## src/rtl/usb4_enc_pkg.sv

```systemverilog
// Shared constants, generation codes and sync headers for the USB4 TX symbol encoder.
// Used by encoding_block and enc_lane_packer.
package usb4_enc_pkg;

  localparam int LANE_W    = 8;
  localparam int SYM_W     = 132;
  localparam int BUF_DEPTH = 16;

  typedef enum logic [1:0] {
    GEN4     = 2'b00,
    GEN3     = 2'b01,
    GEN2     = 2'b10,
    GEN_RSVD = 2'b11
  } gen_e;

  localparam logic [3:0] HDR_GEN3_DATA = 4'b1010;
  localparam logic [3:0] HDR_GEN3_OS   = 4'b0101;
  localparam logic [1:0] HDR_GEN2_DATA = 2'b10;
  localparam logic [1:0] HDR_GEN2_OS   = 2'b01;

  // Index of the last byte in a symbol; the reserved code never completes a symbol.
  function automatic logic [3:0] max_byte(input logic [1:0] gen);
    logic [3:0] mb;
    case (gen)
      GEN4, GEN3: mb = 4'd15;
      GEN2:       mb = 4'd7;
      default:    mb = 4'd0;
    endcase
    return mb;
  endfunction

endpackage

```

## src/rtl/enc_lane_packer.sv

```systemverilog
// One lane's 16-byte collection buffer plus combinational symbol assembly.
// The assembled symbol already includes the byte being written this cycle.
module enc_lane_packer
  import usb4_enc_pkg::*;
(
  input  logic              enc_clk,
  input  logic              rst,
  input  logic              wr_en,
  input  logic [3:0]        wr_idx,
  input  logic [LANE_W-1:0] wr_byte,
  input  logic [1:0]        gen_speed,
  input  logic              hdr_data,
  output logic [SYM_W-1:0]  sym
);

  logic [LANE_W-1:0] byte_buf  [BUF_DEPTH];
  logic [LANE_W-1:0] byte_view [BUF_DEPTH];

  // NOTE: the buffer is only 16 bytes, so it is cleared on reset like any other
  // register; larger RAM-style arrays would normally be left unreset.
  always_ff @(posedge enc_clk) begin
    if (rst) begin
      for (int i = 0; i < BUF_DEPTH; i++) begin
        byte_buf[i] <= '0;
      end
    end else if (wr_en) begin
      // NOTE: non-blocking assignment keeps every register update in this block
      // simultaneous, independent of statement order.
      byte_buf[wr_idx] <= wr_byte;
    end
  end

  // Bypass the byte being written so the last byte is in the symbol the same cycle.
  always_comb begin
    for (int i = 0; i < BUF_DEPTH; i++) begin
      byte_view[i] = (wr_en && (wr_idx == 4'(i))) ? wr_byte : byte_buf[i];
    end
  end

  // NOTE: sym gets a full default first so no path through the case leaves it
  // unassigned, which would otherwise infer a latch.
  always_comb begin
    sym = '0;
    case (gen_speed)
      GEN4: begin
        for (int k = 0; k < 16; k++) begin
          sym[8*k +: 8] = byte_view[k];
        end
      end
      GEN3: begin
        sym[3:0] = hdr_data ? HDR_GEN3_DATA : HDR_GEN3_OS;
        for (int k = 0; k < 16; k++) begin
          sym[8*k+4 +: 8] = byte_view[k];
        end
      end
      GEN2: begin
        sym[1:0] = hdr_data ? HDR_GEN2_DATA : HDR_GEN2_OS;
        for (int k = 0; k < 8; k++) begin
          sym[8*k+2 +: 8] = byte_view[k];
        end
      end
      default: sym = '0;
    endcase
  end

endmodule

```

## src/rtl/encoding_block.sv

```systemverilog
// USB4 TX symbol encoder: packs one byte per lane per cycle into 132-bit symbols.
// Optional type_err output and check logic are built when ENC_TYPE_CHK_EN is defined.
module encoding_block
  import usb4_enc_pkg::*;
(
  input  logic              enc_clk,
  input  logic              rst,
  input  logic              enable_enc,
  input  logic [1:0]        gen_speed,
  input  logic              data_os,
  input  logic [LANE_W-1:0] lane_0_tx,
  input  logic [LANE_W-1:0] lane_1_tx,
  output logic [SYM_W-1:0]  lane_0_tx_enc,
  output logic [SYM_W-1:0]  lane_1_tx_enc,
`ifdef ENC_TYPE_CHK_EN
  output logic              type_err,
`endif
  output logic              enc_valid
);

  logic [3:0]       byte_cnt;
  logic [1:0]       gen_q;
  logic             hdr_q;
  logic             speed_chg;
  logic [3:0]       cnt_eff;
  logic             accept;
  logic             last_byte;
  logic [SYM_W-1:0] sym_0;
  logic [SYM_W-1:0] sym_1;

  // A speed change restarts the symbol: the current byte is treated as byte 0.
  always_comb begin
    speed_chg = (gen_speed != gen_q);
    cnt_eff   = speed_chg ? 4'd0 : byte_cnt;
    accept    = enable_enc && (gen_speed != GEN_RSVD);
    last_byte = accept && (cnt_eff == max_byte(gen_speed));
  end

  always_ff @(posedge enc_clk) begin
    if (rst) begin
      byte_cnt      <= '0;
      gen_q         <= '0;
      hdr_q         <= 1'b0;
      enc_valid     <= 1'b0;
      lane_0_tx_enc <= '0;
      lane_1_tx_enc <= '0;
    end else begin
      gen_q     <= gen_speed;
      enc_valid <= last_byte;
      if (last_byte) begin
        lane_0_tx_enc <= sym_0;
        lane_1_tx_enc <= sym_1;
      end
      if (!accept || last_byte) begin
        byte_cnt <= '0;
      end else begin
        byte_cnt <= cnt_eff + 4'd1;
      end
      if (accept && (cnt_eff == 4'd0)) begin
        hdr_q <= data_os;
      end
    end
  end

  enc_lane_packer u_lane_0 (
    .enc_clk   (enc_clk),
    .rst       (rst),
    .wr_en     (accept),
    .wr_idx    (cnt_eff),
    .wr_byte   (lane_0_tx),
    .gen_speed (gen_speed),
    .hdr_data  (hdr_q),
    .sym       (sym_0)
  );

  enc_lane_packer u_lane_1 (
    .enc_clk   (enc_clk),
    .rst       (rst),
    .wr_en     (accept),
    .wr_idx    (cnt_eff),
    .wr_byte   (lane_1_tx),
    .gen_speed (gen_speed),
    .hdr_data  (hdr_q),
    .sym       (sym_1)
  );

`ifdef ENC_TYPE_CHK_EN
  logic err_acc;
  logic type_mis;

  // Any byte after byte 0 whose data_os disagrees with the latched header.
  assign type_mis = accept && (cnt_eff != 4'd0) && (data_os != hdr_q);

  always_ff @(posedge enc_clk) begin
    if (rst) begin
      err_acc  <= 1'b0;
      type_err <= 1'b0;
    end else begin
      type_err <= last_byte && (err_acc || type_mis);
      if (accept && (cnt_eff == 4'd0)) begin
        err_acc <= 1'b0;
      end else if (type_mis) begin
        err_acc <= 1'b1;
      end
    end
  end
`endif

endmodule

```

## config.mk

```make
export PLATFORM = sky130hd
export DESIGN_NAME = encoding_block
export DESIGN_NICKNAME = d
export VERILOG_FILES = /design/src/rtl/usb4_enc_pkg.sv /design/src/rtl/enc_lane_packer.sv /design/src/rtl/encoding_block.sv
export SDC_FILE = /design/constraint.sdc
export NUM_CORES = 1
export LEC_CHECK = 0
export CAP_MARGIN = 20
export CORE_MARGIN = 1.5
export CORE_UTILIZATION = 57
export DETAILED_ROUTE_END_ITERATION = 16
export PLACE_DENSITY = 0.87
export SYNTH_ARGS = -nofsm -noshare
export SYNTH_HDL_FRONTEND = slang
export SYNTH_SLANG_ARGS = --single-unit
export TNS_END_PERCENT = 10
```

## constraint.sdc

```tcl
create_clock -name enc_clk -period 4.4 [get_ports enc_clk]
set_clock_uncertainty 0.1 [all_clocks]
set_input_delay 0.88 -clock enc_clk [delete_from_list [all_inputs] [get_ports enc_clk]]
set_output_delay 0.88 -clock enc_clk [all_outputs]
set_load 0.05 [all_outputs]
```

==> flow_summary_export.csv <==
group,metric,value,unit
detailed_routing,dr.pass1.iters,8,
flow_run,maxCapViolCount,0,
pwr,p_leak,11.6,nW
clock_network,postCtsSetupBuffers,0,
placement,gp_congestion,0.994,
critical_path,worstPathRequired,4.81,ns
clock_network,numCtsBuffers,54,
detailed_routing,via_count,23028,
critical_path,worstPathArrival,3.93,ns
sta,slew_headroom,23.5,%
sta,fmax,284,MHz
worst_hold_path,hold_path_class,"reg2reg",
sta,rsz0062_at_grt,"no",
yosys,synth_area_leaders,"edfxtp_1 (30%), dfxtp_1 (21%), mux2i_1 (9.1%), and2_1 (3.9%), nor2_1 (3.9%)",
yosys,synth-seq-cells,528,
yosys,yosys.cell_count.top_type,"dfxtp_1",
floorplanning,die_width,215,um
yosys,ys_types,76,
yosys,netlist_area,25600,um2
sta,tns,0,ns
final_layout,syn_to_final_growth,21.7,%
clock_network,cts.clk_slew.worst_paths,0.06,ns
clock_network,ctsHtreeMaxLevel,2,
yosys,synth_enable_flop_cells,256,
clock_network,clock-root-buffer,"clkbuf_16",
detailed_routing,wire_per_inst,28.4,um
clock_network,cts_resized,0,
yosys,synth_area_per_cell,10.3,um2
yosys,async_flop_share,0,%
global_route,grt-ovfl-total,0,
critical_path,endpoint_kind,"register",
yosys,ys.flop_type,"dfxtp_1",
sta,hold_viol,0,
floorplanning,die_h,215,um
pwr,power.density,345,nW/um2
yosys,synthDominantCellAreaShare,30.0,%
detailed_routing,ant_nets,0,
floorplanning,start_util,57.9,%
critical_path,startpoint_type,"input pin",
global_route,grt_pass1_vias,22087,
global_route,grt_usage,40.0,%
final_layout,fin_nets,2737,
detailed_routing,wl,95400,um
yosys,synth_common_cells,"dfxtp_1 (272), nor2_1 (263), edfxtp_1 (256)",
yosys,synth_nets,2512,
global_route,grt_pass1_wl,140000,um
sta,worstMarginPinSlew,1.14,ns
critical_path,crit_fanout,13,
critical_path,critPathKind,"in2reg",
detailed_routing,viasPerCell,6.87,
clock_network,tritoncts,"done",
floorplanning,ioPinCount,287,
yosys,synthCells,2486,
pwr,peakVddDrop,0.000279,V
yosys,synth-seq-area-share,51.3,%
pwr,total_power,10.7,mW
detailed_routing,drt_iter0_drc,3920,
clock_network,clock_path_buffers,3,
sta,post-route-period-util,80.0,%
floorplanning,die-area,46200,um2
sta,setup_viol,0,
detailed_routing,drcViolationCount,0,
placement,io_buffers,286,
yosys,yosysTopAreaCell,"edfxtp_1",
floorplanning,core,44200,um2
global_route,antenna_found_initial,5,
clock_network,clkLatencyLatePin,0.63,ns
placement,dp_hpwl,63300,um
clock_network,hold_buffers,0,
clock_network,cts_sinks,528,
outcome,status,"finished clean",
sta,period_needed,3.52,ns
global_route,grt_max_degree,92,
final_layout,drive_above_1_share,11.3,%
sta,slew_violations,0,
yosys,yosysWarnings,0,
floorplanning,rows,77,
## report_power, final
group	switching (mW)	internal (mW)	total [mW]	leakage [nW]
Combinational	0.649	0.250	0.899	5.93
Sequential	0.0579	5.24	5.29	4.82
Clock	1.99	2.55	4.54	0.851
## metrics by stage
step                      hold slack [ns]  std cells  instance area [um2]  setup WS (ns)  util [%]
final                               0.354       3353                31100          0.878      70.4
after CTS                           0.356       3349                31100           1.01      70.4
after detailed placement            0.340       3247                29400          0.367      66.5
after floorplan                     0.412       2486                25600          0.427         -
after global placement              0.336       3247                29400          0.390      66.5
after global routing                0.368       3350                31100          0.770      70.4
## per-layer routing
metal / up-vias / GRT usage, % / wire length, um
met4: 2 / 22.0 / 5840
met3: 401 / 10.4 / 13100
met2: 1958 / 60.6 / 41800
li1: 9675 / - / -
met1: 10992 / 52.3 / 34700
met5: - / 0 / 11
## logic make-up after synthesis
kind of cell / count (synthesis) / synth area share [%]
multiplexers: 263 / 10.6
buffers and inverters: 266 / 4.55
XOR/XNOR: 6 / 0.323
flip-flops: 528 / 51.3
AND/OR/NAND/NOR: 774 / 14.3
adder cells (fa/ha/maj): 4 / 0.196
AO/OA/AOI/OAI: 645 / 18.7
## cells in the final DEF (no fill, tap or decap), types with 13 or more instances in the layout
master / n
clkdlybuf4s50_1: 281
dfxtp_1: 272
nor2_1: 260
edfxtp_1: 256
mux2i_1: 233
nand2_1: 186
and2_1: 159
buf_4: 130
o22ai_1: 113
a22o_1: 86
a21oi_1: 85
nand3_1: 69
o211ai_1: 59
clkbuf_16: 56
o21ai_0: 46
a22oi_1: 31
a211oi_1: 26
mux2_2: 26
nor3_1: 26
o221ai_1: 25
clkbuf_1: 24
o211a_1: 18
a221oi_1: 18
buf_12: 16
a2bb2oi_1: 14
o221a_2: 14
a21o_1: 13
## worst max-delay path, stage by stage
cell             delay (ns)
clkdlybuf4s50_1        0.56
a21boi_1               0.63
nand2_1                0.39
buf_4                  0.25
nor2_2                 0.08
buf_4                  0.27
buf_4                  0.20
mux2i_1                0.28
mux2i_1                0.16
a22o_1                 0.22
## registers in the layout, summed over array words and instances (netlist names)
| signal | flops |
|---|---|
| enc_valid | 1 |
| hdr_q | 1 |
| lane_0_tx_enc | 132 |
| lane_1_tx_enc | 132 |
| u_lane_1.byte_buf | 128 |
| gen_q | 2 |
| u_lane_0.byte_buf | 128 |
| byte_cnt | 4 |
## final timing paths
path / from / to / slack [ns] / cells past startpoint
setup reg to reg: gen_q[1] / lane_0_tx_enc[47] / 1.23 / 11
setup / recovery: enable_enc / lane_0_tx_enc[93] / 0.88 / 10
hold reg to reg: lane_1_tx_enc[87] / lane_1_tx_enc[87] / 0.35 / 1
hold / removal: lane_1_tx_enc[87] / lane_1_tx_enc[87] / 0.35 / 1
## final cells by class
cell class	count	area [um2]
sequential	528	13100
fill	3168	13100
multi-input combinational	1692	11400
timing repair buffer	429	4120
clock buffer	91	1640
tap	592	741
clock inverter	11	103
inverter	6	22.5
antenna	4	10.0
No activity file was read; power rests on OpenSTA's default activity.
